`config.mk`:
```
export PLATFORM = sky130hd
export DESIGN_NAME = ds1302_sched
export DESIGN_NICKNAME = d
export VERILOG_FILES = /design/src/rtl/ds1302_sched.sv
export SDC_FILE = /design/constraint.sdc
export NUM_CORES = 1
export LEC_CHECK = 0
export ABC_AREA = 1
export CAP_MARGIN = 25
export CORE_ASPECT_RATIO = 1.5
export CORE_MARGIN = 1.5
export CORE_UTILIZATION = 46
export DETAILED_ROUTE_END_ITERATION = 8
export MAX_ROUTING_LAYER = met4
export PLACE_DENSITY = 0.77
export SETUP_SLACK_MARGIN = 0.4
export SLEW_MARGIN = 20
export SYNTH_ARGS = -nofsm -noshare
export SYNTH_HDL_FRONTEND = slang
export SYNTH_SLANG_ARGS = --single-unit
```
`constraint.sdc`:
```
create_clock -name clk -period 1.5 [get_ports clk]
set_input_delay 0.375 -clock clk [delete_from_list [all_inputs] [get_ports clk]]
set_output_delay 0.375 -clock clk [all_outputs]
set_load 0.02 [all_outputs]
```
`src/rtl/ds1302_sched.sv`:
```
// Scheduler in front of the DS1302 serial engine: power-up init write, then fixed-priority sharing
// between user writes, key reads and periodic reads, each transfer guarded by a watchdog.
module ds1302_sched #(
  parameter int unsigned PWRUP_CYC   = 1_000_000,
  parameter int unsigned RD_PERIOD   = 50_000_000,
  parameter int unsigned TIMEOUT_CYC = 200_000,
  parameter logic [87:0] INIT_DATA   = 88'h0023011015130101BE008E,
  parameter logic [87:0] RD_CMD      = 88'h00BF
) (
  input  logic        clk,
  input  logic        rst_n,
  input  logic        rd_key,
  input  logic        wr_req,
  input  logic [87:0] wr_data,
  input  logic        opera_done,
  output logic        op_vld,
  output logic [87:0] op_dout,
  output logic        op_wr,
  output logic        wr_ack,
  output logic        rd_done,
  output logic        init_done,
  output logic        busy,
  output logic        timeout_err,
  output logic [2:0]  o_dbg_state
);

  // Handshake: op_vld is a one-cycle start strobe; op_dout/op_wr stay stable until the
  // transfer is retired, and opera_done is only honoured while waiting on the engine.
  localparam int PW_W = (PWRUP_CYC   > 1) ? $clog2(PWRUP_CYC)   : 1;
  localparam int RP_W = (RD_PERIOD   > 1) ? $clog2(RD_PERIOD)   : 1;
  localparam int TO_W = (TIMEOUT_CYC > 1) ? $clog2(TIMEOUT_CYC) : 1;

  typedef enum logic [2:0] {S_PWRUP, S_IDLE, S_ISSUE, S_WAIT, S_DONE} state_t;
  typedef enum logic [1:0] {K_INIT, K_UWR, K_RD} kind_t;

  state_t            r_state;
  kind_t             r_kind;
  logic [PW_W-1:0]   r_pw_cnt;
  logic [RP_W-1:0]   r_per_cnt;
  logic [TO_W-1:0]   r_wd;
  logic              r_key_pend, r_per_pend;
  logic              r_op_vld, r_op_wr, r_wr_ack, r_rd_done, r_init_done, r_busy, r_timeout;
  logic [87:0]       r_op_dout;

  logic              w_go, w_wr, w_pw_tc, w_wd_tc, w_wrap, w_rd_end;
  kind_t             w_kind;
  logic [87:0]       w_frame;

  assign w_pw_tc  = (r_pw_cnt == PW_W'(PWRUP_CYC - 1));
  assign w_wd_tc  = (r_wd == TO_W'(TIMEOUT_CYC - 1));
  assign w_wrap   = r_init_done && (r_per_cnt == RP_W'(RD_PERIOD - 1));
  assign w_rd_end = (r_state == S_WAIT) && (r_kind == K_RD) && (opera_done || w_wd_tc);

  always_comb begin
    w_go    = 1'b0;
    w_kind  = K_INIT;
    w_frame = INIT_DATA;
    w_wr    = 1'b0;
    if (r_state == S_PWRUP) begin
      w_go = w_pw_tc;
    end else if (r_state == S_IDLE) begin
      if (!r_init_done) begin
        w_go = 1'b1;
      end else if (wr_req) begin
        w_go    = 1'b1;
        w_kind  = K_UWR;
        w_frame = wr_data;
      end else if (r_key_pend || r_per_pend) begin
        w_go    = 1'b1;
        w_kind  = K_RD;
        w_frame = RD_CMD;
        w_wr    = 1'b1;
      end
    end
  end

  always_ff @(posedge clk or negedge rst_n) begin
    if (!rst_n) begin
      r_state     <= S_PWRUP;
      r_kind      <= K_INIT;
      r_pw_cnt    <= '0;
      r_per_cnt   <= '0;
      r_wd        <= '0;
      r_key_pend  <= 1'b0;
      r_per_pend  <= 1'b0;
      r_op_vld    <= 1'b0;
      r_op_dout   <= '0;
      r_op_wr     <= 1'b1;
      r_wr_ack    <= 1'b0;
      r_rd_done   <= 1'b0;
      r_init_done <= 1'b0;
      r_busy      <= 1'b0;
      r_timeout   <= 1'b0;
    end else begin
      r_op_vld  <= 1'b0;
      r_wr_ack  <= 1'b0;
      r_rd_done <= 1'b0;
      r_timeout <= 1'b0;
      // A new request event on the retiring edge of a read survives the clear.
      r_key_pend <= rd_key || (r_key_pend && !w_rd_end);
      r_per_pend <= w_wrap || (r_per_pend && !w_rd_end);
      if (r_init_done)
        r_per_cnt <= w_wrap ? '0 : r_per_cnt + 1'b1;
      if (w_go) begin
        r_state   <= S_ISSUE;
        r_kind    <= w_kind;
        r_op_dout <= w_frame;
        r_op_wr   <= w_wr;
        r_op_vld  <= 1'b1;
        r_busy    <= 1'b1;
        r_pw_cnt  <= '0;
      end else begin
        case (r_state)
          S_PWRUP: r_pw_cnt <= r_pw_cnt + 1'b1;
          S_ISSUE: begin
            r_state <= S_WAIT;
            r_wd    <= '0;
          end
          S_WAIT: begin
            if (opera_done) begin
              r_state <= S_DONE;
              r_busy  <= 1'b0;
              case (r_kind)
                K_INIT:  r_init_done <= 1'b1;
                K_UWR:   r_wr_ack    <= 1'b1;
                default: r_rd_done   <= 1'b1;
              endcase
            end else if (w_wd_tc) begin
              r_state   <= S_DONE;
              r_busy    <= 1'b0;
              r_timeout <= 1'b1;
            end else begin
              r_wd <= r_wd + 1'b1;
            end
          end
          S_DONE:  r_state <= S_IDLE;
          default: r_state <= r_state;
        endcase
      end
    end
  end

  assign op_vld      = r_op_vld;
  assign op_dout     = r_op_dout;
  assign op_wr       = r_op_wr;
  assign wr_ack      = r_wr_ack;
  assign rd_done     = r_rd_done;
  assign init_done   = r_init_done;
  assign busy        = r_busy;
  assign timeout_err = r_timeout;
  assign o_dbg_state = r_state;

endmodule

```
==> flow_metrics.tcl, run 1 <==
set metrics [dict create \
    die_h_um 168 \
    fin_util 0.755 \
    area_delta_synth_final_pct 61.6 \
    cts_made_buffers 17 \
    synth_top_area_frac 0.494 \
    tightestPinTransition_ps 441 \
    drv_cap 0 \
    yosysSeqAreaShare 0.498 \
    slowest_stage "dfrtp_1" \
    worst_clock_skew_ps 18.5 \
    relSlewSlack 0.706 \
    arrival_ps 2010 \
    multi_input_area_um2 4390 \
    ios 191 \
    fin_crit_ps 1700 \
    syn_avg_cell_area_um2 7.57 \
    routedWlPerCell_um 17.9 \
    initial_utilization 0.467 \
    path_cells "inv_1, nor3_1, nand3_2, nand2_4, nand2_8, buf_12, nand2_1, o21ai_2" \
    nFillCells 1143 \
    drtIter0Drc 869 \
    io_buffers 190 \
    cts_htree_levels 4 \
    hold_viol_final 0 \
    layout-drive-gt1-share 0.332 \
    timing.setup.tns_ps -13220 \
    clkSinkCount 166 \
    antenna_found_initial 0 \
    drtPass1Iterations 8 \
    instances_no_fill 1694 \
    fp-row-count 60 \
    dp_hpwl_mm 18.9 \
    grt_pass1_wl_mm 44.1 \
    via_per_inst 5.47 \
    synth_top_flop_cell "dfrtp_1" \
    dr_total_vias 9259 \
    worstSetupPathType "reg -> reg" \
    drv_slew 0 \
    synth-seq-cells 166 \
    crit_path_end_kind "register" \
    dieArea_um2 19000 \
    yosys-top-cells-count "nand2_1 (345), nor2_1 (183), dfrtp_1 (165)" \
    clock-root-buffer "clkbuf_16" \
    synth.net_count 1200 \
    grt_pass1_vias 9046 \
    cp_num_buf_inv 2 \
    rsz0062_at_grt "yes" \
    path_max_fanout 18 \
    cts_tree "yes" \
    antenna_left 0 \
    peakVddDrop_uv 779 \
    grt_max_degree 64 \
    antenna_cells 0 \
    worstSetupStartpointType "register" \
    stdcell_area_um2 13500 \
    synthesis.area_um2 8350 \
    ys_top_cells_by_area "dfrtp_1 (49%), nand2_1 (16%), nor2_1 (8.2%)" \
    fin_crit_sh 1.13 \
    async_reset_ff_frac 1.00 \
    die_w_um 113 \
    clk_path_buf_depth 2 \
    layout.nets 1560 \
    slowest_delay_ps 370 \
    hp-class "in -> async" \
    ys_warn_count 0 \
    clkSlewWorstSetupHoldPaths_ps 80 \
    fmax_ghz 0.590 \
    synth.distinct_cells 37 \
    violations "setup timing" \
    wl_mm 30.3 \
    critPathTopFamily "simple AND/OR/NAND/NOR gates" \
    synth_cells 1104 \
    synth_top_cell_by_area "dfrtp_1" \
    clock_latency_ps 450 \
    post-route-worst-setup-slack_ps -196 \
    power_density_nw_per_um2 708 \
    register_area_um2 4170 \
    overflow 0 \
    gp_congestion 0.895 \
    status "finished with violations" \
    drc 0 \
    leakage_nw 6.56 \
    post-place-cells 1570 \
    cp.required_ps 1820 \
    core-area_um2 17900 \
    placed_cell_area_um2 11400 \
    yosysMostFrequentCell "nand2_1" \
    grt_usage 0.303 \
    synth_edf_count 0 \
    finalSetupViolations 135 \
]
-- report_power, final --
group	internal, mW	switching (mW)
clock network	2.43	2.19
logic	0.265	0.196
registers	4.48	0.00241
total	7.17	2.39
-- layout by cell type (no fill, tap or decap), types with 6 or more instances in the layout --
cell type,count
xor2_1,13
nand2_2,29
nand4_1,26
o21ai_1,20
dfrtp_1,153
nand3_4,7
clkbuf_16,19
inv_8,6
inv_2,8
a211oi_1,18
nand3_2,22
inv_1,68
clkdlybuf4s50_1,90
nand2_4,12
nor2_2,20
nor2_4,19
o21ai_0,39
nor2_1,149
buf_6,114
nor3_1,7
buf_12,9
o21ai_2,6
nand2_1,307
buf_4,157
dfrtp_2,12
nand3_1,80
-- through the flow --
step                      total power [mW]  hold WS [ps]  worst slack (ps)
after floorplan                       4.61          79.4             -10.7
after global placement                5.00           327             -71.4
after detailed placement              5.01           327              -152
after CTS                             9.56           423             -62.3
after global routing                  9.83           442              -253
final                                 9.56           419              -196
-- registers in the layout, indices dropped and copies added (netlist names), 2 cells and up --
signal	cells
r_per_cnt	26
r_kind	2
o_dbg_state	3
r_wd	18
r_pw_cnt	20
op_dout	88
-- layout make-up --
class                      count  share of cell area
clock buffer                  17              0.0315
clock inverter                15              0.0146
inverter                      85              0.0268
multi-input combinational    817               0.325
sequential                   166               0.309
tap                          217              0.0201
timing repair buffer         377               0.273
-- kinds of logic after synthesis --
logic type,share of synthesized area
flip-flops,0.498
AND/OR/NAND/NOR,0.352
adder cells (fa/ha/maj),0.00449
buffers and inverters,0.0647
AO/OA/AOI/OAI,0.0638
XOR/XNOR,0.0178
-- worst paths after layout --
kind | startpoint | end | slack, ps | cells past startpoint
worst max register to register | r_pw_cnt[14] | op_dout[83] | -200 | 8
worst min-delay path | rst_n | op_dout[65] | 420 | 2
worst max-delay path | r_pw_cnt[14] | op_dout[83] | -200 | 8
max in group asynchronous | rst_n | op_dout[1] | 510 | 3
worst min register to register | r_per_pend | r_per_pend | 480 | 2
min in group clk | wr_data[39] | op_dout[39] | 470 | 3
-- per-layer routing --
layer  GRT usage  share of wire  up-vias
met4       0.146          0.050        0
met3      0.0598          0.054      122
met1       0.324           0.36     4464
met5           -              0        -
met2       0.534           0.53      402
li1            -              -     4271
-- repair_timing --
action | CTS | global route
hold buffers | 1 | 0
endpoints found under the hold margin | 32 | 0
endpoints found under the setup margin | 262 | 262
resized for setup | 660 | 113
cloned | 6 | 2
buffers inserted | 37 | 46
pin swaps | 21 | 27
Power figures use the tool's default switching activity.
==> inputs of run 2 (changes only) <==
Settings changed: ABC_AREA 1 to 0, CORE_UTILIZATION 46 to 44, PLACE_DENSITY 0.77 to 0.76.
==> run 2 against run 1 <==
Net effect:
- the flow still finishes with violations (setup timing)
- worst setup slack lost 440 ps
- clock power is 6.1% lower
- combinational power increased to 26 times the previous value
- global-route usage rose by 0.86 points
- sequential power up 58%
- synthesized area down 14%
- largest power group is now combinational logic
- highest routed layer unchanged
==> flow_metrics.tcl, run 2 <==
set metrics [dict create \
    yosys-top-cells-count "dfrtp_1 (165), a22o_1 (68), o21ai_0 (63)" \
    relSlewSlack 0.721 \
    clk_path_buf_depth 2 \
    synth_top_cell_by_area "dfrtp_1" \
    slowest_delay_ps 570 \
    leakage_nw 6.00 \
    hold_viol_final 0 \
    grt_usage 0.311 \
    yosysSeqAreaShare 0.575 \
    slowest_stage "or4b_4" \
    timing.setup.tns_ps -79870 \
    antenna_cells 0 \
    synth-compound-area-share 0.200 \
    clock_latency_ps 450 \
    worstSetupStartpointType "register" \
    crit_path_end_kind "register" \
    synth_top_family_by_area "compound AO/OA/AOI/OAI gates" \
    arrival_ps 2470 \
    finalSetupViolations 167 \
    syn_avg_cell_area_um2 11.0 \
    post-route-worst-setup-slack_ps -640 \
    synth.net_count 750 \
    fp-row-count 57 \
    area_delta_synth_final_pct 80.1 \
    layout-drive-gt1-share 0.479 \
    async_reset_ff_frac 1.00 \
    grt_pass1_wl_mm 40.3 \
    synth-seq-cells 166 \
    synth_top_area_frac 0.572 \
    drc 0 \
    synth_edf_count 0 \
    dp_hpwl_mm 15.5 \
    fmax_ghz 0.467 \
    path_max_fanout 34 \
    drtPass1Iterations 5 \
    wl_mm 31.4 \
    final_common_cell "buf_4" \
    io_buffers 190 \
    core-area_um2 16100 \
    synth_cells 654 \
    path_cells "or4b_4, nor4_4, nand2_2, a21o_4, buf_12, a22o_1" \
    layout.nets 1178 \
    drv_cap 0 \
    yosysMostFrequentCell "dfrtp_1" \
    synth_simple_gate_area_share 0.150 \
    ys_warn_count 0 \
    die_w_um 108 \
    worst_clock_skew_ps 14.5 \
    clock-root-buffer "clkbuf_16" \
    antenna_left 0 \
    final_cell_mix "buf_4 (190), dfrtp_1 (161), buf_6 (141), clkdlybuf4s50_1 (91), a22o_1 (68)" \
    violations "setup timing" \
    fin_util 0.807 \
    synth.area.mux_share 0.00849 \
    routedWlPerCell_um 24.2 \
    cp.required_ps 1830 \
    peakVddDrop_uv 1380 \
    status "finished with violations" \
    dr_total_vias 7975 \
    dieArea_um2 17200 \
    fin_crit_ps 2140 \
    rsz0062_at_grt "yes" \
    cts_tree "yes" \
    drtIter0Drc 762 \
    initial_utilization 0.448 \
    grt_pass1_vias 7732 \
    hp-class "in -> async" \
    clkSinkCount 166 \
    multi_input_area_um2 3580 \
    fin_crit_sh 1.43 \
    antenna_found_initial 0 \
    tightestPinTransition_ps 415 \
    register_area_um2 4160 \
    gp_congestion 0.888 \
    grt_max_degree 42 \
    ys_top_cells_by_area "dfrtp_1 (57%), a22o_1 (8.2%), o21ai_0 (4.4%)" \
    placed_cell_area_um2 10600 \
    nFillCells 794 \
    cts_made_buffers 17 \
    synth_top_flop_cell "dfrtp_1" \
    synth-xor-area-share 0.0315 \
    stdcell_area_um2 13000 \
    overflow 0 \
    via_per_inst 6.13 \
    place_ws_ps -625 \
    drv_slew 0 \
    whs_ps 441 \
    largest_register_ffs 88 \
    die_h_um 160 \
    synth.distinct_cells 54 \
    power_density_nw_per_um2 1790 \
    synthesis.area_um2 7220 \
    worstSetupPathType "reg -> reg" \
    cts_htree_levels 4 \
    synthAdderAreaFrac 0.00520 \
    ios 191 \
    clkSlewWorstSetupHoldPaths_ps 80 \
]
[run 2: logic make-up (layout without fill, tap and decap cells)]
group / count (synthesis) / in the layout
compound gates: 204 / 204
xor+xnor: 26 / 26
fa+ha+maj: 3 / 3
buf+inv: 47 / 488
flops: 166 / 166
mux: 6 / 6
simple gates: 202 / 202
[run 2: worst max-delay path: cells and delay by family, from the launching register on]
family,cells,cell delay [ps]
AND/OR/NAND/NOR,3,890
AO/OA/AOI/OAI,2,540
flip-flops,1,400
buffers and inverters,1,180
[run 2: routing by layer]
metal	GRT usage	vias to the layer above	part of all wire
li1	-	3285	-
met1	0.354	4051	0.35
met2	0.516	474	0.52
met3	0.0608	165	0.063
met4	0.163	0	0.061
met5	-	-	0
[run 2: repair_timing]
action,4_1_cts,5_1_grt
endpoints found under the setup margin,263,301
gates resized for setup,688,81
hold buffers,1,0
setup buffers,57,60
hold endpoints to repair,35,0
gates cloned,5,1
pin swaps,45,33
[run 2: area by class of cell]
cell class,instances,area share
sequential,166,0.320
clock buffer,19,0.0348
clock inverter,13,0.00866
inverter,10,0.00318
timing repair buffer,446,0.338
tap,206,0.0198
multi-input combinational,441,0.276
[run 2: metrics by stage]
stage	power, mW	instances
finish	23.2	1301
global route	23.9	1301
CTS	21.2	1240
detailed placement	15.1	1145
global placement	14.8	1145
floorplan	10.9	654
[run 2: power breakdown]
group | switching (mW) | internal, mW | total, mW
combinational | 5.42 | 6.41 | 11.8
clock | 2.08 | 2.26 | 4.34
sequential | 1.23 | 5.82 | 7.06
total | 8.73 | 14.5 | 23.2
[run 2: final timing paths]
kind,slack (ps),to,startpoint,cells past startpoint
setup / recovery,-640,op_dout[82],r_pw_cnt[8],6
hold / removal,440,r_wd[9],rst_n,2
setup reg to reg,-640,op_dout[82],r_pw_cnt[8],6
hold reg to reg,530,init_done,r_kind[0],1
max in group asynchronous,500,o_dbg_state[0],rst_n,3
min in group clk,520,op_dout[86],wr_data[86],2
==> inputs of run 3 (changes only) <==
Settings changed: GPL_ROUTABILITY_DRIVEN from default to 0.
==> run 3 against run 2 <==
Net effect:
- the run still ends with setup timing left
- sequential share of layout area is 0.098 points lower
- power is 0.20% lower
- worst setup slack worse by 170 ps
- worst hold slack worse by 45 ps
- routed wire length is 4.5% higher
- clock-buffer cell count stayed put
- clock skew is 2.9 ps higher
- register-to-register slack worse by 170 ps
- combinational power hardly changed
==> flow_metrics.tcl, run 3 (same netlist as run 2, synthesis figures left out) <==
set metrics [dict create \
    dr_total_vias 7970 \
    drtPass1Iterations 5 \
    grt_max_degree 47 \
    io_buffers 190 \
    instances_no_fill 1291 \
    worstReg2RegStart "r_pw_cnt[13]" \
    drtIter0Drc 678 \
    timing.setup.tns_ps -93210 \
    clk_path_buf_depth 2 \
    die_w_um 108 \
    initial_utilization 0.448 \
    worstSetupStartpointType "register" \
    final_cell_mix "buf_4 (182), dfrtp_1 (160), buf_6 (136), clkdlybuf4s50_1 (91), a22o_1 (68)" \
    relSlewSlack 0.586 \
    dieArea_um2 17200 \
    antenna_cells 0 \
    internal_power_mw 14.4 \
    drv_slew 0 \
    clkSlewWorstSetupHoldPaths_ps 80 \
    antenna_found_initial 0 \
    p_sw_mw 8.81 \
    area_delta_synth_final_pct 80.7 \
    ios 191 \
    worst_clock_skew_ps 17.4 \
    die_h_um 160 \
    via_per_inst 6.17 \
    p_clk_frac 0.186 \
    post-place-cells 1147 \
    slowest_delay_ps 580 \
    placed_cell_area_um2 10600 \
    critPathTopFamily "simple AND/OR/NAND/NOR gates" \
    finalSetupViolations 167 \
    status "finished with violations" \
    drv_cap 0 \
    grt_pass1_wl_mm 41.5 \
    fin_crit_sh 1.54 \
    grt_usage 0.324 \
    clkSinkCount 166 \
    leakage_nw 5.97 \
    slowest_stage "or4_4" \
    hp-class "in -> async" \
    switching_share 0.380 \
    peakVddDrop_uv 1300 \
    power_density_nw_per_um2 1780 \
    worstSetupPathType "reg -> reg" \
    routedWlPerCell_um 25.4 \
    drc 0 \
    combPwrFrac 0.510 \
    seqPwrFrac 0.304 \
    path_max_fanout 13 \
    cp.required_ps 1850 \
    path_cells "or4_4, nor4_4, nand2_1, a21o_4, inv_4, buf_12, a2bb2oi_1" \
    antenna_left 0 \
    wl_mm 32.8 \
    fin_crit_ps 2310 \
    clock-root-buffer "clkbuf_16" \
    tightestPinTransition_ps 615 \
    cts_made_buffers 17 \
    arrival_ps 2660 \
    violations "setup timing" \
    cts_tree "yes" \
    final_common_cell "buf_4" \
    startpoint "r_pw_cnt[13]" \
    clock_latency_ps 440 \
    cts_htree_levels 4 \
    layout-drive-gt1-share 0.481 \
    post-route-worst-setup-slack_ps -812 \
    fp-row-count 57 \
    layout.nets 1168 \
    rsz0062_at_grt "yes" \
    dp_hpwl_mm 16.1 \
    overflow 0 \
    grt_pass1_vias 7873 \
    stdcell_area_um2 13000 \
    nFillCells 802 \
    largest_register_ffs 88 \
    hold_viol_final 0 \
    fmax_ghz 0.433 \
    cp_num_buf_inv 2 \
    core-area_um2 16100 \
    crit_path_end_kind "register" \
]
## run 3: cell count changes in the layout (fill, tap and decap cells not counted), moves of 4 or more
cell,previous run,this run
buf_4,190,182
buf_6,141,136
o21ai_4,2,7
nor2_4,8,12
## run 3: metrics by stage
stage	power, mW	utilization	hold slack [ps]	worst slack, ps
after CTS	21.4	0.761	400	-601
after global routing	23.8	0.809	425	-819
final	23.2	0.809	396	-812
after floorplan	10.9	-	79.4	-642
after global placement	14.8	0.657	278	-551
after detailed placement	15.1	0.657	281	-602
## run 3: final timing paths
check | cells past startpoint | slack [ps] | to
min in group clk | 1 | 510 | r_per_cnt[6]
setup reg to reg | 7 | -810 | op_dout[20]
setup / recovery | 7 | -810 | op_dout[20]
hold reg to reg | 1 | 510 | r_per_cnt[6]
max in group asynchronous | 3 | 500 | op_dout[51]
hold / removal | 2 | 400 | r_per_cnt[22]
## run 3: timing repair
action                     in CTS  in global routing
hold buffers                    1                  0
resized for setup             693                 92
setup endpoints to repair     263                263
pin swaps                      40                 32
hold endpoints to repair       26                  0
cloned                          7                  2
buffers inserted               59                 43
## run 3: routing by layer
metal / up-vias / track usage / part of all wire
met5: - / - / 0
met3: 220 / 0.0555 / 0.070
li1: 3263 / - / -
met4: 0 / 0.193 / 0.081
met1: 3951 / 0.353 / 0.33
met2: 536 / 0.546 / 0.52
## run 3: power by group through the flow
stage | registers, mW | clock network [mW] | logic, mW
final | 7.04 | 4.31 | 11.8
after global routing | 7.11 | 4.48 | 12.2
after CTS | 6.88 | 4.22 | 10.3
after detailed placement | 6.72 | 0 | 8.39
after global placement | 6.68 | 0 | 8.12
after floorplan | 8.07 | 0 | 2.82
## run 3: layout make-up
class,instances,area [um^2],share of cell area
Clock buffer,19,443,0.0340
Clock inverter,13,113,0.00863
Inverter,10,42.5,0.00326
Multi-Input combinational cell,441,3670,0.281
Sequential cell,166,4160,0.319
Tap cell,206,258,0.0198
Timing Repair Buffer,436,4360,0.334
## run 3: worst reg2reg max path, delay by kind of cell, from the launching register on
kind / cells / cell delay [ps]
simple gates: 3 / 990
compound gates: 2 / 530
flops: 1 / 410
buf+inv: 2 / 300
